**src/rtl/calc_seq_bcd.sv**
```systemverilog
// Sequential add/sub/mul/div calculator with double-dabble BCD and 7-seg scan.
// Optional leading-zero blanking when CALC_LZB_EN is defined.
module calc_seq_bcd #(
    parameter int WIDTH    = 8,
    parameter int DIGITS   = 5,
    parameter int SCAN_DIV = 2000
) (
    input  logic                  clk,
    input  logic                  reset,
    input  logic                  start,
    input  logic [WIDTH-1:0]      a,
    input  logic [WIDTH-1:0]      b,
    input  logic [3:0]            mode,
    output logic                  busy,
    output logic                  done,
    output logic [2*WIDTH-1:0]    result,
    output logic                  neg,
    output logic                  div_err,
    output logic [4*DIGITS-1:0]   bcd,
    output logic [7:0]            seg,
    output logic [DIGITS-1:0]     an
);
    localparam int RW   = 2 * WIDTH;
    localparam int BW   = 4 * DIGITS;
    localparam int CNTW = $clog2(RW);
    localparam int SW   = $clog2(SCAN_DIV);
    localparam int IW   = (DIGITS > 1) ? $clog2(DIGITS) : 1;

    typedef enum logic [1:0] {IDLE, CALC, CONV, DONE} state_t;

    state_t            state_q, state_d;
    logic [WIDTH-1:0]  a_q, b_q, rem_q;
    logic [3:0]        mode_q;
    logic [RW-1:0]     acc_q, mcand_q, sh_q, result_q;
    logic [BW-1:0]     dig_q, bcd_q;
    logic [CNTW-1:0]   cnt_q;
    logic              neg_p_q, err_p_q, neg_q, err_q;

    logic [RW-1:0]     acc_n, mc_n;
    logic [WIDTH-1:0]  rem_n, quo_n, mr_n;
    logic [WIDTH:0]    r, diff;
    logic              neg_n, err_n, multi, calc_last, conv_last;
    logic [BW-1:0]     adj, dig_n;

    always_comb begin
        acc_n = '0;
        mc_n  = mcand_q;
        mr_n  = b_q;
        rem_n = rem_q;
        quo_n = a_q;
        neg_n = 1'b0;
        err_n = 1'b0;
        multi = 1'b0;
        r     = {rem_q, a_q[WIDTH-1]};
        diff  = r - {1'b0, b_q};
        case (mode_q)
            4'b0001: acc_n = RW'(a_q) + RW'(b_q);
            4'b0010: begin
                if (b_q > a_q) begin
                    acc_n = RW'(b_q - a_q);
                    neg_n = 1'b1;
                end else begin
                    acc_n = RW'(a_q - b_q);
                end
            end
            4'b0100: begin
                multi = 1'b1;
                acc_n = b_q[0] ? acc_q + mcand_q : acc_q;
                mc_n  = mcand_q << 1;
                mr_n  = b_q >> 1;
            end
            4'b1000: begin
                if (b_q == '0) begin
                    err_n = 1'b1;
                end else begin
                    multi = 1'b1;
                    // restoring step: keep the trial remainder only if non-negative
                    if (r >= {1'b0, b_q}) begin
                        rem_n = diff[WIDTH-1:0];
                        quo_n = {a_q[WIDTH-2:0], 1'b1};
                    end else begin
                        rem_n = r[WIDTH-1:0];
                        quo_n = {a_q[WIDTH-2:0], 1'b0};
                    end
                    acc_n = RW'(quo_n);
                end
            end
            default: acc_n = '0;
        endcase
        calc_last = !multi || (cnt_q == CNTW'(WIDTH - 1));
        conv_last = (cnt_q == CNTW'(RW - 1));
    end

    always_comb begin
        adj = '0;
        for (int i = 0; i < DIGITS; i++) begin
            adj[4*i +: 4] = (dig_q[4*i +: 4] >= 4'd5) ?
                            dig_q[4*i +: 4] + 4'd3 : dig_q[4*i +: 4];
        end
        dig_n = {adj[BW-2:0], sh_q[RW-1]};
    end

    always_ff @(posedge clk or posedge reset) begin
        if (reset) state_q <= IDLE;
        else       state_q <= state_d;
    end

    always_comb begin
        state_d = state_q;
        case (state_q)
            IDLE:    if (start) state_d = CALC;
            CALC:    if (calc_last) state_d = CONV;
            CONV:    if (conv_last) state_d = DONE;
            default: state_d = IDLE;
        endcase
    end

    always_comb begin
        busy = (state_q == CALC) || (state_q == CONV);
        done = (state_q == DONE);
    end

    always_ff @(posedge clk or posedge reset) begin
        if (reset) begin
            a_q      <= '0;
            b_q      <= '0;
            rem_q    <= '0;
            mode_q   <= '0;
            acc_q    <= '0;
            mcand_q  <= '0;
            sh_q     <= '0;
            dig_q    <= '0;
            cnt_q    <= '0;
            neg_p_q  <= 1'b0;
            err_p_q  <= 1'b0;
            result_q <= '0;
            bcd_q    <= '0;
            neg_q    <= 1'b0;
            err_q    <= 1'b0;
        end else begin
            case (state_q)
                IDLE: if (start) begin
                    a_q     <= a;
                    b_q     <= b;
                    mode_q  <= mode;
                    mcand_q <= RW'(a);
                    acc_q   <= '0;
                    rem_q   <= '0;
                    cnt_q   <= '0;
                end
                CALC: begin
                    a_q     <= quo_n;
                    b_q     <= mr_n;
                    mcand_q <= mc_n;
                    rem_q   <= rem_n;
                    acc_q   <= acc_n;
                    neg_p_q <= neg_n;
                    err_p_q <= err_n;
                    if (calc_last) begin
                        cnt_q <= '0;
                        sh_q  <= acc_n;
                        dig_q <= '0;
                    end else begin
                        cnt_q <= cnt_q + CNTW'(1);
                    end
                end
                CONV: begin
                    sh_q  <= sh_q << 1;
                    dig_q <= dig_n;
                    cnt_q <= cnt_q + CNTW'(1);
                    if (conv_last) begin
                        result_q <= acc_q;
                        bcd_q    <= dig_n;
                        neg_q    <= neg_p_q;
                        err_q    <= err_p_q;
                    end
                end
                default: ;
            endcase
        end
    end

    assign result  = result_q;
    assign bcd     = bcd_q;
    assign neg     = neg_q;
    assign div_err = err_q;

    logic [SW-1:0]     scnt_q;
    logic [IW-1:0]     idx_q, shown_q;
    logic [DIGITS-1:0] an_q;
    logic              on_q;
    logic              wrap;

    assign wrap = (scnt_q == SW'(SCAN_DIV - 1));

    always_ff @(posedge clk or posedge reset) begin
        if (reset) begin
            scnt_q  <= '0;
            idx_q   <= '0;
            shown_q <= '0;
            an_q    <= '1;
            on_q    <= 1'b0;
        end else if (wrap) begin
            scnt_q  <= '0;
            an_q    <= ~(DIGITS'(1) << idx_q);
            shown_q <= idx_q;
            on_q    <= 1'b1;
            idx_q   <= (idx_q == IW'(DIGITS - 1)) ? '0 : idx_q + IW'(1);
        end else begin
            scnt_q  <= scnt_q + SW'(1);
        end
    end

    assign an = an_q;

    function automatic logic [7:0] seg7(input logic [3:0] d);
        case (d)
            4'd0:    seg7 = 8'b11111100;
            4'd1:    seg7 = 8'b01100000;
            4'd2:    seg7 = 8'b11011010;
            4'd3:    seg7 = 8'b11110010;
            4'd4:    seg7 = 8'b01100110;
            4'd5:    seg7 = 8'b10110110;
            4'd6:    seg7 = 8'b10111110;
            4'd7:    seg7 = 8'b11100000;
            4'd8:    seg7 = 8'b11111110;
            4'd9:    seg7 = 8'b11110110;
            default: seg7 = 8'b00000000;
        endcase
    endfunction

    logic [3:0] cur_dig;
    logic       blank;

    assign cur_dig = bcd_q[{shown_q, 2'b00} +: 4];

`ifdef CALC_LZB_EN
    logic [IW-1:0] msd;
    always_comb begin
        msd = '0;
        for (int i = 1; i < DIGITS; i++) begin
            if (bcd_q[4*i +: 4] != 4'd0) msd = IW'(i);
        end
        blank = (shown_q > msd);
    end
`else
    assign blank = 1'b0;
`endif

    assign seg = (on_q && !blank) ? seg7(cur_dig) : 8'b00000000;

endmodule

```
**config.mk**
```make
export PLATFORM = sky130hd
export DESIGN_NAME = calc_seq_bcd
export DESIGN_NICKNAME = d
export VERILOG_FILES = /design/src/rtl/calc_seq_bcd.sv
export SDC_FILE = /design/constraint.sdc
export NUM_CORES = 1
export LEC_CHECK = 0
export BUFFER_PORTS_ARGS = -buffer_cell sky130_fd_sc_hd__buf_2
export CORE_ASPECT_RATIO = 1.25
export CORE_MARGIN = 2
export CORE_UTILIZATION = 60
export CTS_BUF_LIST = sky130_fd_sc_hd__clkbuf_4
export DETAILED_ROUTE_END_ITERATION = 10
export PLACE_DENSITY = 0.9
export SYNTH_ARGS = -nofsm -noshare
export SYNTH_HDL_FRONTEND = slang
export SYNTH_SLANG_ARGS = --single-unit
```
**constraint.sdc**
```tcl
create_clock -name clk -period 6.3 [get_ports clk]
set_input_delay 0 -clock clk [delete_from_list [all_inputs] [get_ports clk]]
set_output_delay 0 -clock clk [all_outputs]
set_load 0.03 [all_outputs]
```
==> results.md, run 1 <==
Global routing:
- In the global route stage, overall resource usage came out at 28.6%.
- Global routing finished with a remaining overflow of 0.
- Entering global routing, the biggest net connects 105 pins.
- The number of antenna violations at the first check in global routing is 1.
- The number of global-route vias before repair is 8364.
- The first-pass GRT wire length is 40600 um.

Floorplan:
- The overall die width is 120 um.
- In this run the count of I/O pins placed on the die edge is 76.
- The core outline area is 16300 sq um.
- The die covers 17800 sq um.
- The overall die height is 149 um.
- The initial utilization of the core area, before any placement, comes to 61.7%.
- The number of standard-cell rows in the floorplan is 52.

Logic synthesis:
- The share of async-settable or async-resettable flops after synthesis is 100%.
- The count of cell types in the netlist is 70.
- The synthesized design contains 0 enable-type register cells.
- The count of mapped cells out of synthesis is 1089.
- Counting flops and latches in the post-synthesis netlist gives 165.
- The average instance area after synthesis is 9.25 sq um.
- The number of nets in the synthesized netlist is 1190.
- In the synthesized netlist the dominant register cell turns out to be dfrtp_1.
- Yosys printed 0 warnings.
- For this run, the register share of the synthesized area comes to 41.1%.
- The synthesized netlist occupies a cell area of 10100 sq um.

Cells and area:
- Summing all multi-input logic gate instances after layout gives 5530 sq um.
- The final-layout fill cell count is 1281.
- The post-route netlist has 14.0% of its cells at a drive strength greater than 1.
- For this run, the post-layout net count is 1265.
- The sequential cell area in the final layout is 4140 sq um.
- Compared with the post-synthesis result, the final layout area differs by 10.3%.

Power and ir drop:
- Combinational logic burns 54.7% of the power.
- Of the total power, the clock network draws 13.4%.
- The switching power of the nets is 2.26 mW.
- The leakage power total is 5.19 nW.
- The power density over cell area is 430 nW/um^2.
- The worst-case vdd ir drop is 333 uV.
- The sequential cell fraction of total power is 31.9%.
- Of the total power, the share spent switching nets is 47.3%.
- Total power for the finished layout comes to 4.77 mW.
- Internal power comes to 2.52 mW.

Drt:
- The first TritonRoute pass finished after 5 iterations.
- The routed wire length is 24600 um.
- In the routed design, unresolved DRC markers number 0.
- The detailed router placed 8478 vias in this run.
- Dividing the detail-routed via count by the number of cells gives 6.08.
- In the final routed layout, each cell accounts on average for 17.6 um.
- In this run the remaining antenna-violating nets after routing total 0.
- The first routing iteration left 629 violations.

Clocking:
- The root buffer cell is clkbuf_4.
- In this run, CTS created clock tree buffers numbering 17.
- The total clock sinks is 165.
- The TritonCTS clock tree is built.
- Clock-pin slew was measured on the worst setup and hold paths at 0.13 ns.
- The H-tree generated during clock tree synthesis spans 4 levels.
- The maximum buffer depth of the clock tree is 2.
- The post-CTS setup-driven buffer insertion count is 0.
- The later pin in the worst-skew pair is clocked with a latency of 0.60 ns.

STA:
- The slew of the pin with the lowest slew margin is 1.16 ns.
- The count of final setup violators is 0.
- The count of final max-slew check failures was 0.
- The worst path needs 3.38 ns of the cycle, external delays included.
- Derived from the worst setup path, the maximum achievable clock frequency is 0.296 GHz.
- In the post-route analysis, the smallest setup slack over all paths is 2.92 ns.
- The final worst-path cycle share is 53.7%.
- Clock skew on the completed layout was measured at 0.0236 ns.
- The number of hold-slack violations in the final timing report is 0.
- The remaining max-slew budget at the tightest pin is 22.3%.
- Setup repair after global routing left no endpoint under its margin.
- The worst hold slack is 0.150 ns.
- In the final timing run, aggregate negative setup slack is 0 ns.

Place:
- The half-perimeter wire length after placement is 17900 um.
- Buffers placed on the I/O ports in this run total 74.
- Routability-driven placement finished with a final weighted congestion of 0.939.
- OpenSTA, run right after detailed placement, puts the worst setup slack at 2.98 ns.

Worst setup path:
- On the worst path, the slowest cell contributes a delay of 0.91 ns.
- The signal on the critical path passes through nor4_1, nand2_1, nand2_1, a21oi_1, nor2_1, nand2_1, nor2_1, a22oi_1.
- The type of element capturing the critical path is a flip-flop.
- The largest individual stage delay along the critical path comes from the cell nor2_1.
- STA puts the critical path data required time at 6.77 ns.
- The most numerous cell type found on the critical path is nand2_1.
- The endpoint arrival time on the critical path is 3.85 ns.
- The worst setup path is of the reg -> reg kind.
- The worst setup path is launched from a flip-flop.
- In this run the worst path has a maximum fanout of 18.

Worst hold path:
- The kind of path behind the tightest hold check is in -> async.

Status:
- The flow ran to the end, and the final reports show no timing, DRC or antenna violations.

Run:
- The max-capacitance violation count is 0.
flip-flops by register name (all words and copies together) (netlist names), 3 cells and up:
name / cells
rem_q: 8
idx_q: 3
result: 16
cnt_q: 4
dig_q: 20
mode_q: 4
shown_q: 3
an: 5
a_q: 8
sh_q: 16
bcd: 20
acc_q: 16
mcand_q: 16
scnt_q: 11
b_q: 8
final cells by class:
class | count | share of cell area, %
Clock buffer | 17 | 1.15
Tap cell | 216 | 2.43
Sequential cell | 165 | 37.2
Multi-Input combinational cell | 821 | 49.8
Antenna cell | 1 | 0.0225
Timing Repair Buffer | 108 | 6.24
Clock inverter | 15 | 1.39
Inverter | 51 | 1.77
path summary, 6_finish.rpt:
kind	from	endpoint	slack [ns]	cells after the start
min in group clk	b[2]	b_q[2]	0.22	4
setup / recovery	b_q[0]	sh_q[12]	2.92	8
hold / removal	reset	scnt_q[10]	0.15	3
setup reg to reg	b_q[0]	sh_q[12]	2.92	8
hold reg to reg	scnt_q[0]	scnt_q[0]	0.48	1
max in group asynchronous	reset	mcand_q[5]	4.86	4
cell usage in the layout, fill, tap and decap left out, types with 14 or more instances in the layout:
master         count
o21ai_0           83
clkbuf_4          17
dlygate4sd3_1     27
o22ai_1           18
o21ai_1           38
nand2_1          120
nor3_1            14
ha_1              72
xnor2_1           28
a21o_1            19
nor2_1            68
nor2b_1           17
mux2i_1           26
mux2_2            31
a21oi_1           95
inv_1             50
buf_2             74
dfrtp_1          160
synthesized netlist by cell type (4+ instances only):
cell / count / share of area, %
a21oi_1: 96 / 4.8
nor3_1: 14 / 0.70
and3_1: 5 / 0.31
nand2b_1: 13 / 0.81
o211ai_1: 6 / 0.45
o21bai_1: 6 / 0.45
a22oi_1: 8 / 0.60
inv_1: 51 / 1.9
nand3_1: 11 / 0.55
ha_1: 73 / 9.1
o21ai_0: 83 / 4.1
o22ai_1: 18 / 1.1
nand2_1: 121 / 4.5
xnor2_1: 28 / 2.4
o21a_1: 6 / 0.45
a211oi_1: 13 / 0.97
fa_1: 5 / 0.99
nor2b_1: 17 / 1.1
a221oi_1: 4 / 0.35
nand4_1: 4 / 0.25
a22o_1: 12 / 1.0
o21ai_1: 38 / 1.9
xor2_1: 13 / 1.1
and2_1: 6 / 0.37
nor2_1: 68 / 2.5
dfrtp_1: 160 / 40
nor3b_1: 7 / 0.52
clkbuf_1: 43 / 1.6
mux2i_1: 26 / 2.6
a21boi_0: 6 / 0.45
dfstp_2: 5 / 1.3
mux2_2: 31 / 3.5
a21o_1: 19 / 1.4
a31oi_1: 9 / 0.56
or3_1: 6 / 0.37
cells by family (layout without fill, tap and decap cells):
kind of cell / count (synthesis) / after routing / synth area share (%)
other cells: 1 / 2 / 0.0372
buf+inv: 103 / 191 / 4.12
xor+xnor: 41 / 41 / 3.57
mux: 59 / 59 / 6.39
flops: 165 / 165 / 41.1
fa+ha+maj: 78 / 78 / 10.1
simple gates: 287 / 287 / 13.1
compound gates: 355 / 355 / 21.6
power by group through the flow:
stage	clock, mW	combinational (mW)	sequential (mW)
2_1_floorplan	0	2.04	1.43
3_3_place_gp	0	2.49	1.53
3_5_place_dp	0	2.53	1.54
4_1_cts	0.649	2.57	1.52
5_1_grt	0.683	2.88	1.55
6_report	0.642	2.61	1.52
worst max-delay path: cells and delay by family (launching register included):
family	cells	cell delay (ns)
compound gates	2	0.35
flops	1	0.63
simple gates	6	2.29
per-layer routing:
metal  global-route usage [%]  wire length, um  vias to the layer above
met5                        0                0                        -
li1                         -                -                     4030
met1                     33.0             9770                     4092
met2                     52.0            12600                      281
met4                     13.6              994                        0
met3                     4.13             1170                       75
per-stage QoR:
stage,cells,cell area [sq um],util [%]
finish,1394,11100,68.0
global route,1394,11100,68.0
CTS,1393,11100,68.0
detailed placement,1334,10600,64.6
global placement,1334,10600,64.6
floorplan,1089,10100,-
repair_timing:
item / in CTS / in global routing
gates resized for setup: 0 / 0
endpoints found under the hold margin: 134 / 0
hold buffers: 27 / 0
(Power assumes the default switching activity.)
==> run 2, diff against run 1 <==
clock period = 3.2 ns   (was 6.3 ns; I/O delays follow)
==> run 2 against run 1 <==
  * Clock power rose by 120%
  * Sequential share of layout area fell by 0.88 points
  * Count of clock-buffer cells in the layout rose by 3
  * Maximum frequency rose by 9.9%
  * Non-clock buffer count rose by 28
  * Core utilization rose by 1.7 points
  * Critical path depth rose by 3
  * Combinational power rose by 120%
  * Sequential power rose by 93%
  * Die area did not move
  * First-iteration DRC count rose by 14%
==> results.md, run 2 (synthesized netlist as in run 1, its figures left out) <==
Power and ir drop:
- The power density over cell area is 884 nW/um^2 (was 430 nW/um^2).
- The switching power of the nets is 4.68 mW (was 2.26 mW).
- The fraction of power spent switching nets is 46.5% (was 47.3%).
- The worst-case vdd ir drop is 585 uV (was 333 uV).
- The power consumption is 10.1 mW (was 4.77 mW).
- The portion of total power attributed to combinational logic was 56.9% (was 54.7%).
- The internal power summed over all cells is 5.39 mW (was 2.52 mW).
- The clock network power share came to 14.0% (was 13.4%).
- The sequential cell fraction of total power is 29.1% (was 31.9%).
- The leakage power total was 5.35 nW (was 5.19 nW).

Cells and area:
- The count of non-filler cells in the finished layout came to 1422 (was 1394).
- The final net count came to 1293 (was 1265).
- The layout overhead on the synthesized area is 13.0% (was 10.3%).
- The ratio of cells with drive above 1 in the final layout is 16.0% (was 14.0%).
- The most frequent standard cell in the layout excluding fill and tap cells is dfrtp_1 (unchanged).
- The area of all placed cells without fillers is 11400 sq um (was 11100 sq um).
- Top library cells by usage in the layout, fill and taps aside: 158 x dfrtp_1, 120 x nand2_1, 95 x a21oi_1 (was 160 x dfrtp_1, 120 x nand2_1, 95 x a21oi_1).
- The final standard cell utilization of the core is 69.7% (was 68.0%).
- The final-layout fill cell count is 1202 (was 1281).

STA:
- The number of hold-slack violations in the final timing report came to 0 (unchanged).
- The count of final setup violators is 0 (unchanged).
- Setup repair after global routing missed its margin: no (unchanged).
- The final worst-path cycle share is 96.1% (was 53.7%).
- The count of final max-slew check failures was 0 (unchanged).
- The remaining max-slew budget at the tightest pin is 27.6% (was 22.3%).
- The shortest clock period the worst path allows after layout is 3.08 ns (was 3.38 ns).
- The setup clock skew after layout is 0.0197 ns (was 0.0236 ns).
- The worst path setup slack after routing was 0.124 ns (was 2.92 ns).
- The maximum frequency from static timing analysis is 0.325 GHz (was 0.296 GHz).
- The worst hold slack is 0.259 ns (was 0.150 ns).
- The final sum of negative setup slack is 0 ns (unchanged).
- The slew of the pin with the lowest slew margin is 1.08 ns (was 1.16 ns).

Drt:
- The per-cell via count in the routed design is 6.15 (was 6.08).
- The via count is 8752 (was 8478).
- The routed wire length came to 26400 um (was 24600 um).
- The post-detailed-route count of antenna-violating nets was 0 (unchanged).
- The post-detailed-route wirelength per cell is 18.6 um (was 17.6 um).
- The post-route DRC violation count came to 0 (unchanged).
- The number of iterations in the first detailed-routing pass came to 5 (unchanged).
- The violation count after the first detailed-routing iteration came to 720 (was 629).

Worst hold path:
- The kind of path behind the tightest hold check is in -> reg (was in -> async).

Floorplan:
- The core outline area is 16300 sq um (unchanged).
- The area of the die was 17800 sq um (unchanged).
- The count of boundary I/O pins came to 76 (unchanged).
- The number of standard-cell rows in the floorplan came to 52 (unchanged).
- The overall die height is 149 um (unchanged).
- The overall die width came to 120 um (unchanged).
- The starting density of the core is 61.7% (unchanged).

Place:
- The final estimated routing congestion in global placement is 0.963 (was 0.939).
- The half-perimeter wire length after placement is 19200 um (was 17900 um).
- The total placed cells including tap cells is 1360 (was 1334).
- The count of buffers inserted at the top-level ports came to 74 (unchanged).
- The worst slack at placement is 0.206 ns (was 2.98 ns).
- The placed standard-cell area is 10800 sq um (was 10600 sq um).

Worst setup path:
- Chain of cells forming the critical path: inv_1, ha_1, a21o_1, or3_1, o211ai_2, a21o_1, buf_4, mux2_1, a221oi_1, a21oi_1, a21o_1 (was nor4_1, nand2_1, nand2_1, a21oi_1, nor2_1, nand2_1, nor2_1, a22oi_1).
- The startpoint type of the worst setup path was a flip-flop (unchanged).
- The largest delay contributor family on the critical path is compound AO/OA/AOI/OAI gates (was simple AND/OR/NAND/NOR gates).
- The standard cell with the maximum stage delay on the critical path is dfrtp_1 (was nor2_1).
- The endpoint arrival time on the critical path is 3.56 ns (was 3.85 ns).
- The stage delay of the slowest cell on the critical path is 0.44 ns (was 0.91 ns).
- The largest fanout on the critical path is 4 (was 18).
- The class of the most critical setup path was reg -> reg (unchanged).
- The required time of the worst setup path is 3.68 ns (was 6.77 ns).
- The type of element capturing the critical path is a flip-flop (unchanged).
- The cell occurring most often along the worst timing path is a21o_1 (was nand2_1).
- The count of buffering cells on the critical path with inverters included is 2 (was 0).

Clocking:
- The post-CTS setup-driven buffer insertion count is 0 (unchanged).
- The TritonCTS clock tree is built (unchanged).
- The maximum buffer depth of the clock tree came to 2 (unchanged).
- The clock transition at the registers of the reported paths is 0.14 ns (was 0.13 ns).
- The clock insertion delay at the later pin of the skew report is 0.58 ns (was 0.60 ns).
- The number of buffers added by the clock tree synthesis step is 17 (unchanged).
- The total clock sinks is 165 (unchanged).
- The H-tree depth reported by CTS is 4 (unchanged).
- The root buffer cell is clkbuf_4 (unchanged).

Global routing:
- The pin count of the biggest net entering global routing is 153 (was 105).
- The first-pass GRT wire length is 43200 um (was 40600 um).
- The number of antenna violations at the first check in global routing was 1 (unchanged).
- The aggregate global-route resource usage was 30.5% (was 28.6%).
- The global route total overflow came to 0 (unchanged).
- The number of global-route vias before repair is 8875 (was 8364).

Run:
- The max-capacitance violation count is 0 (unchanged).

Status:
- Status: complete, no violations (unchanged).
[run 2: path summary, 6_finish.rpt]
check                      startpoint          to  slack, ns  cells after the start
min reg2reg                 scnt_q[0]   scnt_q[0]       0.47                      1
max in group asynchronous       reset  shown_q[0]       1.58                      5
min in group asynchronous       reset  shown_q[2]       0.50                      4
max                            a_q[6]     sh_q[1]       0.12                     11
min                              b[2]      b_q[2]       0.26                      4
max reg2reg                    a_q[6]     sh_q[1]       0.12                     11
[run 2: timing repair]
action / in CTS / in global routing
endpoints found under the hold margin: 194 / 0
hold buffers: 29 / 0
resized for setup: 0 / 2
setup endpoints to repair: 0 / 3
[run 2: cell type report]
| class | instances | area (sq um) | area share (%) |
|---|---|---|---|
| clock inverters | 12 | 179 | 1.57 |
| flip-flops and latches | 165 | 4140 | 36.3 |
| diodes | 1 | 2.50 | 0.0220 |
| inverters | 51 | 195 | 1.71 |
| multi-input cells | 821 | 5530 | 48.6 |
| repair buffers | 136 | 921 | 8.09 |
| clock buffers | 20 | 150 | 1.32 |
| well taps | 216 | 270 | 2.37 |
[run 2: per-layer routing]
metal	track usage, %	vias up	wire (um)
met5	0	-	0
met4	17.1	0	1450
met3	4.66	100	1430
met2	53.7	353	13200
met1	35.5	4214	10400
li1	-	4085	-
[run 2: power by group through the flow]
stage                     clock network (mW)  registers, mW  logic (mW)
after detailed placement                   0           2.96        5.49
final                                   1.41           2.93        5.73
after global routing                    1.51           2.98        6.20
after floorplan                            0           2.82        4.02
after CTS                               1.42           2.92        5.60
after global placement                     0           2.93        5.35
[run 2: tightest hold or removal path, cell delays in order]
cell,delay (ns)
dlygate4sd3_1,0.52
buf_2,0.10
mux2i_1,0.05
a21oi_1,0.14
